--- src/rtl/mem_access_pkg.sv ---
// Shared types and helpers for the data-memory access sequencer.
package mem_access_pkg;

  localparam int XLEN_DEFAULT = 64;

  // Access size as encoded on req_size.
  typedef enum logic [1:0] {
    SZ_B = 2'd0,
    SZ_H = 2'd1,
    SZ_W = 2'd2,
    SZ_D = 2'd3
  } size_e;

  // Sequencer states.
  typedef enum logic [2:0] {
    IDLE,
    RD,
    WAIT,
    WR,
    RESP
  } state_e;

  // Number of bytes moved by an access of the given size.
  function automatic logic [3:0] sizeBytes(input size_e sz);
    return 4'd1 << sz;
  endfunction

  // Low address bits that must be zero for a naturally aligned access.
  function automatic logic [2:0] lowMask(input size_e sz);
    logic [3:0] bytesMinusOne;
    bytesMinusOne = sizeBytes(sz) - 4'd1;
    return bytesMinusOne[2:0];
  endfunction

endpackage

--- src/rtl/mem_access_unit_if.sv ---
// Request/response and data-memory bus of the access sequencer.
// master: the environment (control FSM plus memory); slave: the sequencer.
interface mem_access_unit_if
  import mem_access_pkg::*;
#(
  parameter int XLEN = XLEN_DEFAULT
);

  logic            req_valid;
  logic            req_ready;
  logic            req_we;
  size_e           req_size;
  logic            req_unsigned;
  logic [XLEN-1:0] req_addr;
  logic [XLEN-1:0] req_wdata;

  logic            rsp_valid;
  logic [XLEN-1:0] rsp_rdata;
  logic            rsp_err;

  logic [XLEN-1:0] mem_addr;
  logic            mem_rd;
  logic            mem_wr;
  logic [XLEN-1:0] mem_wdata;
  logic [XLEN-1:0] mem_rdata;

  modport master (
    output req_valid, req_we, req_size, req_unsigned, req_addr, req_wdata, mem_rdata,
    input  req_ready, rsp_valid, rsp_rdata, rsp_err, mem_addr, mem_rd, mem_wr, mem_wdata
  );

  modport slave (
    input  req_valid, req_we, req_size, req_unsigned, req_addr, req_wdata, mem_rdata,
    output req_ready, rsp_valid, rsp_rdata, rsp_err, mem_addr, mem_rd, mem_wr, mem_wdata
  );

endinterface

--- src/rtl/mem_lane_align.sv ---
// Byte-lane handling for one dword: extracts and extends a load lane and
// merges store bytes into the dword for read-modify-write.
module mem_lane_align
  import mem_access_pkg::*;
#(
  parameter int XLEN = XLEN_DEFAULT
) (
  input  logic [XLEN-1:0] dword,
  input  logic [2:0]      offset,
  input  size_e           size,
  input  logic            isUnsigned,
  input  logic [XLEN-1:0] storeData,
  output logic [XLEN-1:0] loadData,
  output logic [XLEN-1:0] mergedData
);

  logic [5:0]      shamt;
  logic [XLEN-1:0] shifted;
  logic [XLEN-1:0] laneMask;
  logic [XLEN-1:0] placedMask;

  // Shift the addressed lane to bit 0, extend it, and build the store merge.
  always_comb begin
    // NOTE: every variable gets a default before the case so no path leaves it unassigned (no latch).
    shamt    = {offset, 3'b000};
    shifted  = dword >> shamt;
    loadData = shifted;
    laneMask = '1;
    case (size)
      SZ_B: begin
        loadData = {{(XLEN-8){~isUnsigned & shifted[7]}}, shifted[7:0]};
        laneMask = {{(XLEN-8){1'b0}}, 8'hFF};
      end
      SZ_H: begin
        loadData = {{(XLEN-16){~isUnsigned & shifted[15]}}, shifted[15:0]};
        laneMask = {{(XLEN-16){1'b0}}, 16'hFFFF};
      end
      SZ_W: begin
        loadData = {{(XLEN-32){~isUnsigned & shifted[31]}}, shifted[31:0]};
        laneMask = {{(XLEN-32){1'b0}}, 32'hFFFF_FFFF};
      end
      default: ; // full dword: offset is zero, nothing to extend or mask
    endcase
    placedMask = laneMask << shamt;
    mergedData = (dword & ~placedMask) | ((storeData << shamt) & placedMask);
  end

endmodule

--- src/rtl/mem_access_unit.sv ---
// Data-memory access sequencer: one load or store at a time against a
// dword-wide memory without byte enables (sub-dword stores use
// read-modify-write). All outputs are registered.
// Optional build macro MEM_ACCESS_MISALIGN_TRAP_EN: misaligned requests
// respond immediately with rsp_err instead of truncating the offset.
module mem_access_unit
  import mem_access_pkg::*;
#(
  parameter int XLEN    = XLEN_DEFAULT,
  parameter int MEM_LAT = 1
) (
  input logic               clk,
  input logic               reset,
  mem_access_unit_if.slave  bus
);

  localparam int CNT_W = $clog2(MEM_LAT + 1);

  state_e          state;
  logic [CNT_W-1:0] waitCnt;

  // Request latched at acceptance; req_* is ignored until back in IDLE.
  logic [XLEN-1:0] addrQ;
  size_e           sizeQ;
  logic            weQ;
  logic            unsQ;
  logic [XLEN-1:0] wdataQ;

  logic [2:0]      laneOff;
  logic            trapReq;
  logic [XLEN-1:0] loadData;
  logic [XLEN-1:0] mergedData;

  // Offset truncated to natural alignment; a no-op for aligned requests.
  assign laneOff = addrQ[2:0] & ~lowMask(sizeQ);

`ifdef MEM_ACCESS_MISALIGN_TRAP_EN
  assign trapReq = |(bus.req_addr[2:0] & lowMask(bus.req_size));
`else
  assign trapReq = 1'b0;
`endif

  // Lane logic works on mem_rdata directly, so the read dword lands straight
  // in the rsp_rdata / mem_wdata registers on the capture edge.
  mem_lane_align #(.XLEN(XLEN)) u_align (
    .dword      (bus.mem_rdata),
    .offset     (laneOff),
    .size       (sizeQ),
    .isUnsigned (unsQ),
    .storeData  (wdataQ),
    .loadData   (loadData),
    .mergedData (mergedData)
  );

  // Sequencer FSM; outputs are set on the edge that enters each state.
  // NOTE: async reset is in the sensitivity list so strobes drop without waiting for a clock.
  always_ff @(posedge clk or posedge reset) begin
    if (reset) begin
      state         <= IDLE;
      waitCnt       <= '0;
      addrQ         <= '0;
      sizeQ         <= SZ_B;
      weQ           <= 1'b0;
      unsQ          <= 1'b0;
      wdataQ        <= '0;
      bus.req_ready <= 1'b0;
      bus.rsp_valid <= 1'b0;
      bus.rsp_rdata <= '0;
      bus.rsp_err   <= 1'b0;
      bus.mem_addr  <= '0;
      bus.mem_rd    <= 1'b0;
      bus.mem_wr    <= 1'b0;
      bus.mem_wdata <= '0;
    end else begin
      // NOTE: non-blocking assignments throughout so every register updates from pre-edge values.
      bus.req_ready <= 1'b0;
      bus.rsp_valid <= 1'b0;
      bus.rsp_rdata <= '0;
      bus.rsp_err   <= 1'b0;
      bus.mem_addr  <= '0;
      bus.mem_rd    <= 1'b0;
      bus.mem_wr    <= 1'b0;
      bus.mem_wdata <= '0;
      case (state)
        IDLE: begin
          if (bus.req_valid && bus.req_ready) begin
            addrQ  <= bus.req_addr;
            sizeQ  <= bus.req_size;
            weQ    <= bus.req_we;
            unsQ   <= bus.req_unsigned;
            wdataQ <= bus.req_wdata;
            if (trapReq) begin
              state         <= RESP;
              bus.rsp_valid <= 1'b1;
              bus.rsp_err   <= 1'b1;
            end else if (bus.req_we && bus.req_size == SZ_D) begin
              state         <= WR;
              bus.mem_wr    <= 1'b1;
              bus.mem_addr  <= {bus.req_addr[XLEN-1:3], 3'b000};
              bus.mem_wdata <= bus.req_wdata;
            end else begin
              state        <= RD;
              bus.mem_rd   <= 1'b1;
              bus.mem_addr <= {bus.req_addr[XLEN-1:3], 3'b000};
            end
          end else begin
            bus.req_ready <= 1'b1;
          end
        end
        RD: begin
          waitCnt <= CNT_W'(MEM_LAT);
          state   <= WAIT;
        end
        WAIT: begin
          if (waitCnt == CNT_W'(1)) begin
            if (weQ) begin
              state         <= WR;
              bus.mem_wr    <= 1'b1;
              bus.mem_addr  <= {addrQ[XLEN-1:3], 3'b000};
              bus.mem_wdata <= mergedData;
            end else begin
              state         <= RESP;
              bus.rsp_valid <= 1'b1;
              bus.rsp_rdata <= loadData;
            end
          end
          waitCnt <= waitCnt - CNT_W'(1);
        end
        WR: begin
          state         <= RESP;
          bus.rsp_valid <= 1'b1;
        end
        RESP: begin
          state         <= IDLE;
          bus.req_ready <= 1'b1;
        end
        default: state <= IDLE;
      endcase
    end
  end

endmodule

--- src/flat_wrapper.sv ---
// flat-port wrapper written by rule: the top's interface ports become plain ports
module mem_access_unit_flat import mem_access_pkg::*;
#(
  parameter int XLEN    = XLEN_DEFAULT,
  parameter int MEM_LAT = 1
)
  (clk, reset, bus_req_valid, bus_req_we, bus_req_size, bus_req_unsigned, bus_req_addr, bus_req_wdata, bus_mem_rdata, bus_req_ready, bus_rsp_valid, bus_rsp_rdata, bus_rsp_err, bus_mem_addr, bus_mem_rd, bus_mem_wr, bus_mem_wdata);
  mem_access_unit_if #(.XLEN(XLEN)) bus_i ();
  input logic clk;
  input logic reset;
  input wire logic [$bits(bus_i.req_valid)-1:0] bus_req_valid;
  input wire logic [$bits(bus_i.req_we)-1:0] bus_req_we;
  input wire logic [$bits(bus_i.req_size)-1:0] bus_req_size;
  input wire logic [$bits(bus_i.req_unsigned)-1:0] bus_req_unsigned;
  input wire logic [$bits(bus_i.req_addr)-1:0] bus_req_addr;
  input wire logic [$bits(bus_i.req_wdata)-1:0] bus_req_wdata;
  input wire logic [$bits(bus_i.mem_rdata)-1:0] bus_mem_rdata;
  output wire logic [$bits(bus_i.req_ready)-1:0] bus_req_ready;
  output wire logic [$bits(bus_i.rsp_valid)-1:0] bus_rsp_valid;
  output wire logic [$bits(bus_i.rsp_rdata)-1:0] bus_rsp_rdata;
  output wire logic [$bits(bus_i.rsp_err)-1:0] bus_rsp_err;
  output wire logic [$bits(bus_i.mem_addr)-1:0] bus_mem_addr;
  output wire logic [$bits(bus_i.mem_rd)-1:0] bus_mem_rd;
  output wire logic [$bits(bus_i.mem_wr)-1:0] bus_mem_wr;
  output wire logic [$bits(bus_i.mem_wdata)-1:0] bus_mem_wdata;
  assign bus_i.req_valid = bus_req_valid;
  assign bus_i.req_we = bus_req_we;
  assign bus_i.req_size = bus_req_size;
  assign bus_i.req_unsigned = bus_req_unsigned;
  assign bus_i.req_addr = bus_req_addr;
  assign bus_i.req_wdata = bus_req_wdata;
  assign bus_i.mem_rdata = bus_mem_rdata;
  assign bus_req_ready = bus_i.req_ready;
  assign bus_rsp_valid = bus_i.rsp_valid;
  assign bus_rsp_rdata = bus_i.rsp_rdata;
  assign bus_rsp_err = bus_i.rsp_err;
  assign bus_mem_addr = bus_i.mem_addr;
  assign bus_mem_rd = bus_i.mem_rd;
  assign bus_mem_wr = bus_i.mem_wr;
  assign bus_mem_wdata = bus_i.mem_wdata;
  mem_access_unit #(.XLEN(XLEN), .MEM_LAT(MEM_LAT)) u_core (.clk(clk), .reset(reset), .bus(bus_i));
endmodule
--- config.mk ---
export PLATFORM = sky130hd
export DESIGN_NAME = mem_access_unit_flat
export DESIGN_NICKNAME = d
export VERILOG_FILES = /design/src/rtl/mem_access_pkg.sv /design/src/rtl/mem_access_unit_if.sv /design/src/rtl/mem_lane_align.sv /design/src/rtl/mem_access_unit.sv /design/src/flat_wrapper.sv
export SDC_FILE = /design/constraint.sdc
export NUM_CORES = 1
export LEC_CHECK = 0
export CAP_MARGIN = 5
export CELL_PAD_IN_SITES_DETAIL_PLACEMENT = 2
export CELL_PAD_IN_SITES_GLOBAL_PLACEMENT = 2
export CORE_ASPECT_RATIO = 0.5
export CORE_MARGIN = 2
export CORE_UTILIZATION = 35
export CTS_CLUSTER_DIAMETER = 60
export DETAILED_ROUTE_END_ITERATION = 8
export GPL_ROUTABILITY_DRIVEN = 0
export PLACE_DENSITY_LB_ADDON = 0.1
export SKIP_LAST_GASP = 1
export SLEW_MARGIN = 15
export SYNTH_ARGS = -nofsm -noshare
export SYNTH_HDL_FRONTEND = slang
export SYNTH_HIERARCHICAL = 1
export SYNTH_SLANG_ARGS = --single-unit
--- constraint.sdc ---
create_clock -name clk -period 25.4 [get_ports clk]
set_input_delay 2.54 -clock clk [delete_from_list [all_inputs] [get_ports clk]]
set_output_delay 2.54 -clock clk [all_outputs]
set_load 0.01 [all_outputs]
# Word-level counts from Yosys, hierarchy flattened
# Index checks and enable logic that the tools add are counted.
# totals
regBits	332
in_bits	199
output_inout_bits	197
elab_cells	79
# op_classes
n_addsub	2
eq_ne	9
shifts	4
mux	33
bitwise	10
reduce_logical	7
# op_table
operator	count
two-way mux 64 bit	10
case mux 64 bit (3 select lines)	2
case mux 64 bit (2 select lines)	2
AND 64 bit	2
<< shifter 64 x 6 -> 64 bit	2
inverter 64 bit	1
bitwise OR 64 bit	1
>> shifter 64 x 6 -> 64 bit	1
case mux 3 bit (4 select lines)	1
two-way mux 1 bit	10
two-way mux 3 bit	3
case mux 1 bit (2 select lines)	4
equality test 3 x 2 -> 1 bit, second input constant	2
equality test 2 bit, second input constant	2
!= test 2 x 1 -> 1 bit, second input constant	2
AND reduction 2 bit	2
AND 1 bit	3
AND 3 bit	1
equality test 3 x 1 -> 1 bit, second input constant	1
equality test 3 bit, second input constant	1
zero test 3 bit	1
inverter 3 bit	1
<< shifter 1 x 2 -> 3 bit, first input constant	1
subtractor 3 x 1 -> 3 bit, second input constant	1
7 further kinds	8

# Logic depth before layout (Yosys ltp)
# Gate-level depths: netlist of the first run.
# depth
word_depth	11
ltp_mapped	11
depth_no_buf	6

# Modules after synthesis
# Netlist of the first run, hierarchy kept.
# modules_own_cells
module	instances	cells_each	area_per_inst_um2	seq_area_each_um2
mem_access_unit	1	750	11855.1	8232.9
mem_lane_align	1	604	4657.0	0.0

# Least setup slack after synthesis of the first run
# No wires, ideal clock.
# synth_path
kind	in2reg
startpoint	in bus_mem_rdata[23]
endpoint	reg u_core.bus.rsp_rdata[48]
arrival_ns	3.877
t_required_ns	25.280
setup_slack_ns	21.403
stages	7
n_path_buf	2
cell_sequence	mux2_1 -> mux4_2 -> nand3_2 -> buf_6 -> buf_6 -> nand4_1 -> and3_1
# synth_via
elab_chain_len	6
elab_cells_between_ends	8
classes_between	1 x shift; 4 x mux; 3 x bitwise
# synth_lines
element	line	source
start, declared	flat_wrapper.sv:17	input wire logic [$bits(bus_i.mem_rdata)-1:0] bus_mem_rdata;
>> shifter 64 x 6 -> 64 bit *	mem_lane_align.sv:26	shifted = dword >> shamt;
AND 1 bit (on tied branches)	mem_lane_align.sv:39, mem_lane_align.sv:31, mem_lane_align.sv:35	
case mux 64 bit (3 select lines) *	mem_lane_align.sv:29	case (size)
via u_core.loadData[48]	mem_access_unit.sv:31	logic [XLEN-1:0] loadData;
two-way mux 64 bit *	mem_access_unit.sv:116	if (weQ) begin
two-way mux 64 bit *	mem_access_unit.sv:115	if (waitCnt == CNT_W'(1)) begin
two-way mux 64 bit *	mem_access_unit.sv:84	case (state)
end signal, assigned	mem_access_unit.sv:124	bus.rsp_rdata <= loadData;
end, declared	mem_access_unit_if.sv:34	output req_ready, rsp_valid, rsp_rdata, rsp_err, mem_addr, mem_rd, mem_wr, mem_wdata
# The timed path passes the listed nets; every way through them passes the cells marked *.
# A chain may end at the register's enable or synchronous reset.

==> flow_metrics.py, run 1 <==
metrics = {
    "timing": {
        "rsz0062_at_grt": "no",
        "skew_ns": 0.01639,
        "hold_viol": 0,
        "worst_slack_ns": 20.49,
        "fin_tns_setup_ns": 0,
        "fmax_ghz": 0.2035,
        "worstMarginPinSlew_ns": 1.204,
        "finalSetupViolations": 0,
        "period_minus_slack_ns": 4.915,
        "slew_headroom": 0.1971,
        "drv_slew": 0,
        "period_share": 0.1935,
    },
    "final_layout": {
        "nFillCells": 4665,
        "final_common_cell": "clkdlybuf4s50_1",
        "multi_input_area_sq_um": 7498,
        "drive_above_1_share": 0.1706,
        "syn2layout_area_growth_pct": 31.59,
        "final_cell_mix": "clkdlybuf4s50_1, dfrtp_1, mux2_2, a22o_1, nand2_1",
        "seqCellArea_sq_um": 8233,
        "final_nets": 1871,
    },
    "synthesis": {
        "yosys.area.top_type": "dfrtp_1",
        "yosys-top-cells-area": "dfrtp_1, mux2_2, a22o_1",
        "synth_top_family_by_area": "multiplexers",
        "yosys.area_share.simple": 0.09942,
        "synth_warnings": 6,
        "synthFlopType": "dfrtp_1",
        "synth_edf_count": 0,
        "synthMuxAreaShare": 0.2186,
        "synth_fa_ha_area_frac": 0,
        "syn_area_sq_um": 16510,
        "syn_avg_cell_area_sq_um": 12.20,
        "seq_area_frac_synth": 0.4986,
        "synth_xor_area_frac": 0,
        "ys_types": 61,
        "async_reset_ff_frac": 1.000,
        "synth-seq-cells": 329,
        "synthCells": 1354,
        "synth_compound_area_frac": 0.1306,
        "netlist.area_leader.share": 0.4986,
    },
    "clock_tree": {
        "cts_max_level": 2,
        "hold_buffers": 0,
        "clkTransAtPathRegs_ns": 0.06,
        "cts_buffers": 35,
        "cts-root-buf": "clkbuf_16",
        "cts_resized": 0,
        "cts_tree": "built",
        "post_cts_buffers": 0,
        "clock_latency_ns": 0.54,
        "clk_path_buf_depth": 3,
        "cts_sinks": 329,
    },
    "floorplan": {
        "start_util": 0.3533,
        "coreArea_sq_um": 46730,
        "die_w_um": 311.2,
        "die_area_sq_um": 49040,
        "fp.dieH_um": 157.6,
        "io-pin-count": 396,
        "fp-row-count": 56,
    },
    "worst_setup_path": {
        "slowest_delay_ns": 0.83,
        "cpMostUsedCell": "buf_4",
        "required_ns": 25.96,
        "crit_family": "buffers and inverters",
        "slowest_stage": "buf_4",
        "crit_start": "reset",
        "cp-start-kind": "input pin",
        "arrival_ns": 5.47,
        "path_class": "input pin to async pin",
        "worstSetupEndpointType": "async pin",
        "crit_path_cell_trace": "clkdlybuf4s50_1, inv_8, buf_4, buf_4",
        "cp_num_buf_inv": 4,
        "critPathMaxFanout": 130,
        "r2r_start": "u_core/sizeQ[1]",
    },
    "power": {
        "pwr_density_cell_nw_per_um2": 122.1,
        "power_frac_seq": 0.305,
        "clkPwrFrac": 0.192,
        "ir_drop_uv": 69.05,
        "p_int_mw": 1.577,
        "comb_power_share": 0.503,
        "p_total_mw": 2.653,
        "switching_share": 0.4055,
        "p_leak_nw": 9.296,
        "netSwitchingPower_mw": 1.076,
    },
    "hold_path": {
        "holdCritPathClass": "flip-flop to flip-flop",
        "hp-start": "u_core/addrQ[61]",
    },
    "place": {
        "portBuffers": 391,
        "place_hpwl_um": 45870,
        "pre_cts_ws_ns": 19.72,
    },
    "route": {
        "firstDrtPassIters": 4,
        "avgRoutedWirePerCell_um": 27.57,
        "ant_nets": 0,
        "routed_via_density": 5.576,
        "drcViolationCount": 0,
        "vias": 13020,
        "first_iter_violations": 800,
        "routed_wl_um": 64380,
    },
    "grt": {
        "grt_overflow": 0,
        "antenna_found_initial": 5,
        "grt_start_max_net_pins": 164,
        "grt_pass1_vias": 14240,
        "grt_usage": 0.2593,
        "grt_pass1_wl_um": 95640,
    },
    "outcome": {
        "status": "finished, final reports clean",
    },
    "job": {
        "cap_viol_max_count": 0,
    },
}
worst register-to-register path: stages (launching register included):
cell and delay (ns):
dfrtp_1 0.67, nor3b_2 0.28, buf_4 0.83, buf_4 0.95
o21ai_0 0.45, a21oi_2 0.90, nor2_1 0.27, a21oi_1 0.27
a22o_1 0.20
metal layers:
| metal | routed length, um | track usage |
|---|---|---|
| met1 | 27200 | 0.3296 |
| met2 | 32140 | 0.4554 |
| met3 | 3365 | 0.05069 |
| met4 | 1670 | 0.06878 |
| met5 | 0 | 0 |
worst paths after layout:
| path | endpoint | slack [ns] | cells past startpoint |
|---|---|---|---|
| min reg2reg | u_core/bus.mem_addr[61] | 0.49 | 1 |
| max reg2reg | u_core/bus.mem_wdata[61] | 20.51 | 8 |
| max in group clk | u_core/bus.mem_wdata[61] | 20.51 | 8 |
| min | u_core/bus.mem_addr[61] | 0.49 | 1 |
| max | u_core/bus.rsp_rdata[31] | 20.49 | 4 |
| min in group asynchronous | u_core/bus.mem_addr[17] | 2.58 | 2 |
stage by stage:
stage	cell area, sq um	util	cells	hold WS, ns
final	21730	0.4649	2335	0.4885
after CTS	21720	0.4647	2332	0.4916
after floorplan	16520	-	1357	0.4603
after detailed placement	20620	0.4412	2273	0.4774
after global placement	20620	0.4412	2273	0.4687
after global routing	21720	0.4648	2333	0.5163
Yosys cell counts (all sizes together) (8+ instances only):
cell type and count:
nor2b 22, a211o 10, nand2 102, mux2 181, o211ai 16, nor2 29, dfrtp 329, and3 67
nor3b 9, and2 8, o2bb2ai 14, mux2i 100, clkbuf 33, a22o 127, nand4 33, buf 99
a31oi 15, o21ai 39, nand2b 17, a21oi 16, mux4 25
kinds of logic (layout without fill, tap and decap cells):
group | Yosys count | count (layout)
buf+inv | 137 | 474
other cells | 1 | 7
compound gates | 275 | 275
simple gates | 306 | 306
flops | 329 | 329
mux | 306 | 306
cell type report:
class                           instances  share of cell area
Inverter                                5            0.001209
Multi-Input combinational cell        891              0.3451
Antenna cell                            3           0.0003455
Sequential cell                       329              0.3789
Timing Repair Buffer                  410              0.1873
Clock inverter                         11            0.006046
Clock buffer                           48             0.04440
Tap cell                              638             0.03674
power by group through the flow:
stage / logic (mW) / registers (mW) / clock network, mW
finish: 1.33 / 0.809 / 0.511
global route: 1.42 / 0.830 / 0.546
CTS: 1.33 / 0.809 / 0.526
detailed placement: 1.32 / 0.816 / 0
global placement: 1.27 / 0.803 / 0
floorplan: 0.874 / 0.789 / 0
state kept, by name, indices dropped and copies added (netlist names), 2 cells and up:
signal	cells
u_core/addrQ	64
u_core/bus.mem_addr	61
u_core/bus.mem_wdata	64
u_core/bus.rsp_rdata	64
u_core/sizeQ	2
u_core/state	3
u_core/wdataQ	64
No activity file was read; power rests on OpenSTA's default activity.
==> run 2, diff against run 1 <==
--- a/config.mk
+++ b/config.mk
@@ -10,7 +10,7 @@
 export CELL_PAD_IN_SITES_GLOBAL_PLACEMENT = 2
 export CORE_ASPECT_RATIO = 0.5
 export CORE_MARGIN = 2
-export CORE_UTILIZATION = 35
+export CORE_UTILIZATION = 30
 export CTS_CLUSTER_DIAMETER = 60
 export DETAILED_ROUTE_END_ITERATION = 8
 export GPL_ROUTABILITY_DRIVEN = 0
==> constraint.sdc (replaced) <==
create_clock -name clk -period 4.3 [get_ports clk]
set_input_delay 0.43 -clock clk [delete_from_list [all_inputs] [get_ports clk]]
set_output_delay 0.43 -clock clk [all_outputs]
set_load 0.01 [all_outputs]
==> run 2 against run 1 <==
Via count fell by 0.91%. Global-route usage fell by 3.0 points. Critical path depth rose by 2. Count of clock-buffer cells in the layout did not move.
==> flow_metrics.py, run 2 (synthesis gave the netlist of run 1 again) <==
metrics = {
    "route": {
        "firstDrtPassIters": 4,
        "ant_nets": 0,
        "drcViolationCount": 0,
        "avgRoutedWirePerCell_um": 27.08,
        "routed_wl_um": 65820,
        "first_iter_violations": 758,
        "vias": 12900,
        "routed_via_density": 5.308,
    },
    "final_layout": {
        "final_common_cell": "clkdlybuf4s50_1",
        "drive_above_1_share": 0.1811,
        "final_cell_mix": "clkdlybuf4s50_1, dfrtp_1, mux2_2, a22o_1, nand2_1",
        "seqCellArea_sq_um": 8233,
        "nFillCells": 5496,
        "syn2layout_area_growth_pct": 34.02,
        "multi_input_area_sq_um": 7488,
        "final_nets": 1892,
        "fin_area_sq_um": 22130,
    },
    "power": {
        "switching_share": 0.4023,
        "comb_power_share": 0.500,
        "p_int_mw": 9.518,
        "p_leak_nw": 9.450,
        "netSwitchingPower_mw": 6.406,
        "ir_drop_uv": 324.7,
        "power_frac_seq": 0.300,
        "clkPwrFrac": 0.200,
        "pwr_density_cell_nw_per_um2": 719.6,
    },
    "clock_tree": {
        "cts_max_level": 2,
        "cts_resized": 0,
        "clock_latency_ns": 0.55,
        "cts-root-buf": "clkbuf_16",
        "cts_tree": "built",
        "cts_sinks": 329,
        "clkTransAtPathRegs_ns": 0.07,
        "cts_buffers": 36,
        "clk_path_buf_depth": 3,
        "post_cts_buffers": 0,
        "hold_buffers": 0,
    },
    "job": {
        "cap_viol_max_count": 0,
    },
    "outcome": {
        "status": "finished, final reports clean",
    },
    "floorplan": {
        "fp.dieH_um": 169.9,
        "coreArea_sq_um": 54050,
        "die_w_um": 335.8,
        "die_area_sq_um": 57050,
        "start_util": 0.3055,
        "io-pin-count": 396,
        "fp-row-count": 60,
    },
    "place": {
        "place_hpwl_um": 48690,
        "dpl_cell_area_sq_um": 20970,
        "pre_cts_ws_ns": 0.5853,
        "portBuffers": 391,
    },
    "timing": {
        "worst_slack_ns": 0.5452,
        "slew_headroom": 0.2892,
        "rsz0062_at_grt": "no",
        "skew_ns": 0.01471,
        "period_minus_slack_ns": 3.755,
        "fmax_ghz": 0.2663,
        "drv_slew": 0,
        "fin_tns_setup_ns": 0,
        "period_share": 0.8732,
        "worstMarginPinSlew_ns": 1.066,
        "finalSetupViolations": 0,
        "hold_viol": 0,
    },
    "grt": {
        "grt_overflow": 0,
        "grt_pass1_wl_um": 97500,
        "antenna_found_initial": 4,
        "grt_usage": 0.2296,
        "grt_start_max_net_pins": 88,
        "grt_pass1_vias": 14570,
    },
    "worst_setup_path": {
        "path_class": "flip-flop to flip-flop",
        "arrival_ns": 4.19,
        "critPathMaxFanout": 48,
        "cp-start-kind": "flip-flop",
        "required_ns": 4.74,
        "worstSetupEndpointType": "flip-flop",
    },
    "hold_path": {
        "holdCritPathClass": "input pin to async pin",
    },
}
run 2: cell types whose count changed in the layout (fill, tap and decap cells not counted), sizes merged:
cell,previous run,this run
bufinv,2,3
inv,8,7
buf,19,39
clkinvlp,0,2
diode,3,1
clkinv,6,7
run 2: worst paths after layout:
| kind | start | endpoint | slack [ns] | cells after the start |
|---|---|---|---|---|
| setup / recovery | u_core/sizeQ[1] | u_core/bus.rsp_rdata[34] | 0.55 | 6 |
| hold / removal | reset | u_core/bus.rsp_rdata[34] | 0.37 | 2 |
| setup reg to reg | u_core/sizeQ[1] | u_core/bus.rsp_rdata[34] | 0.55 | 6 |
| hold reg to reg | u_core/addrQ[23] | u_core/bus.mem_addr[23] | 0.49 | 1 |
| max in group asynchronous | reset | u_core/bus.mem_addr[7] | 2.97 | 3 |
| min in group clk | u_core/addrQ[23] | u_core/bus.mem_addr[23] | 0.49 | 1 |
run 2: worst max-delay path, stage by stage, from the launching register on:
cell and delay, ns:
dfrtp_1 0.65, nor3b_2 0.83, mux2_1 0.40, mux4_2 0.50, nand3_2 0.73, nand4_1 0.25
and3_1 0.26
run 2: power by group through the flow:
stage / Clock (mW) / Sequential [mW] / Combinational [mW]
after floorplan: 0 / 4.66 / 5.16
after global placement: 0 / 4.76 / 7.71
after detailed placement: 0 / 4.83 / 7.92
after CTS: 3.31 / 4.78 / 7.97
after global routing: 3.44 / 4.90 / 8.53
final: 3.19 / 4.77 / 7.96
run 2: area by class of cell:
cell class                      instances  share of cell area
Tap cell                              713             0.04031
Antenna cell                            1           0.0001131
Sequential cell                       329              0.3720
Clock buffer                           48             0.04410
Inverter                                5            0.001018
Clock inverter                         14            0.008255
Multi-Input combinational cell        891              0.3384
Timing Repair Buffer                  430              0.1957
run 2: metal layers:
metal  wire, um  track usage  vias to the layer above  share of wire
met5         27            0                        -        0.00041
met2      31910       0.3914                      328           0.48
met3       3674      0.05777                      111          0.056
li1           -            -                     5699              -
met4       2108      0.07409                        4          0.032
met1      28100       0.2857                     6761           0.43
run 2: stage by stage:
stage | std cells | power, mW | hold slack [ns] | utilization
after global routing | 2431 | 16.87 | 0.3892 | 0.4094
after floorplan | 1357 | 9.824 | 0.4603 | -
after CTS | 2430 | 16.07 | 0.3611 | 0.4093
after global placement | 2368 | 12.48 | 0.4684 | 0.3879
after detailed placement | 2368 | 12.75 | 0.4790 | 0.3879
final | 2431 | 15.92 | 0.3692 | 0.4094
==> run 3, diff against run 2 <==
--- a/config.mk
+++ b/config.mk
@@ -21,3 +21,4 @@
 export SYNTH_HDL_FRONTEND = slang
 export SYNTH_HIERARCHICAL = 1
 export SYNTH_SLANG_ARGS = --single-unit
+export TNS_END_PERCENT = 10
==> results of run 3 <==
The final DEF is identical to that of run 2; final timing and power are the same.
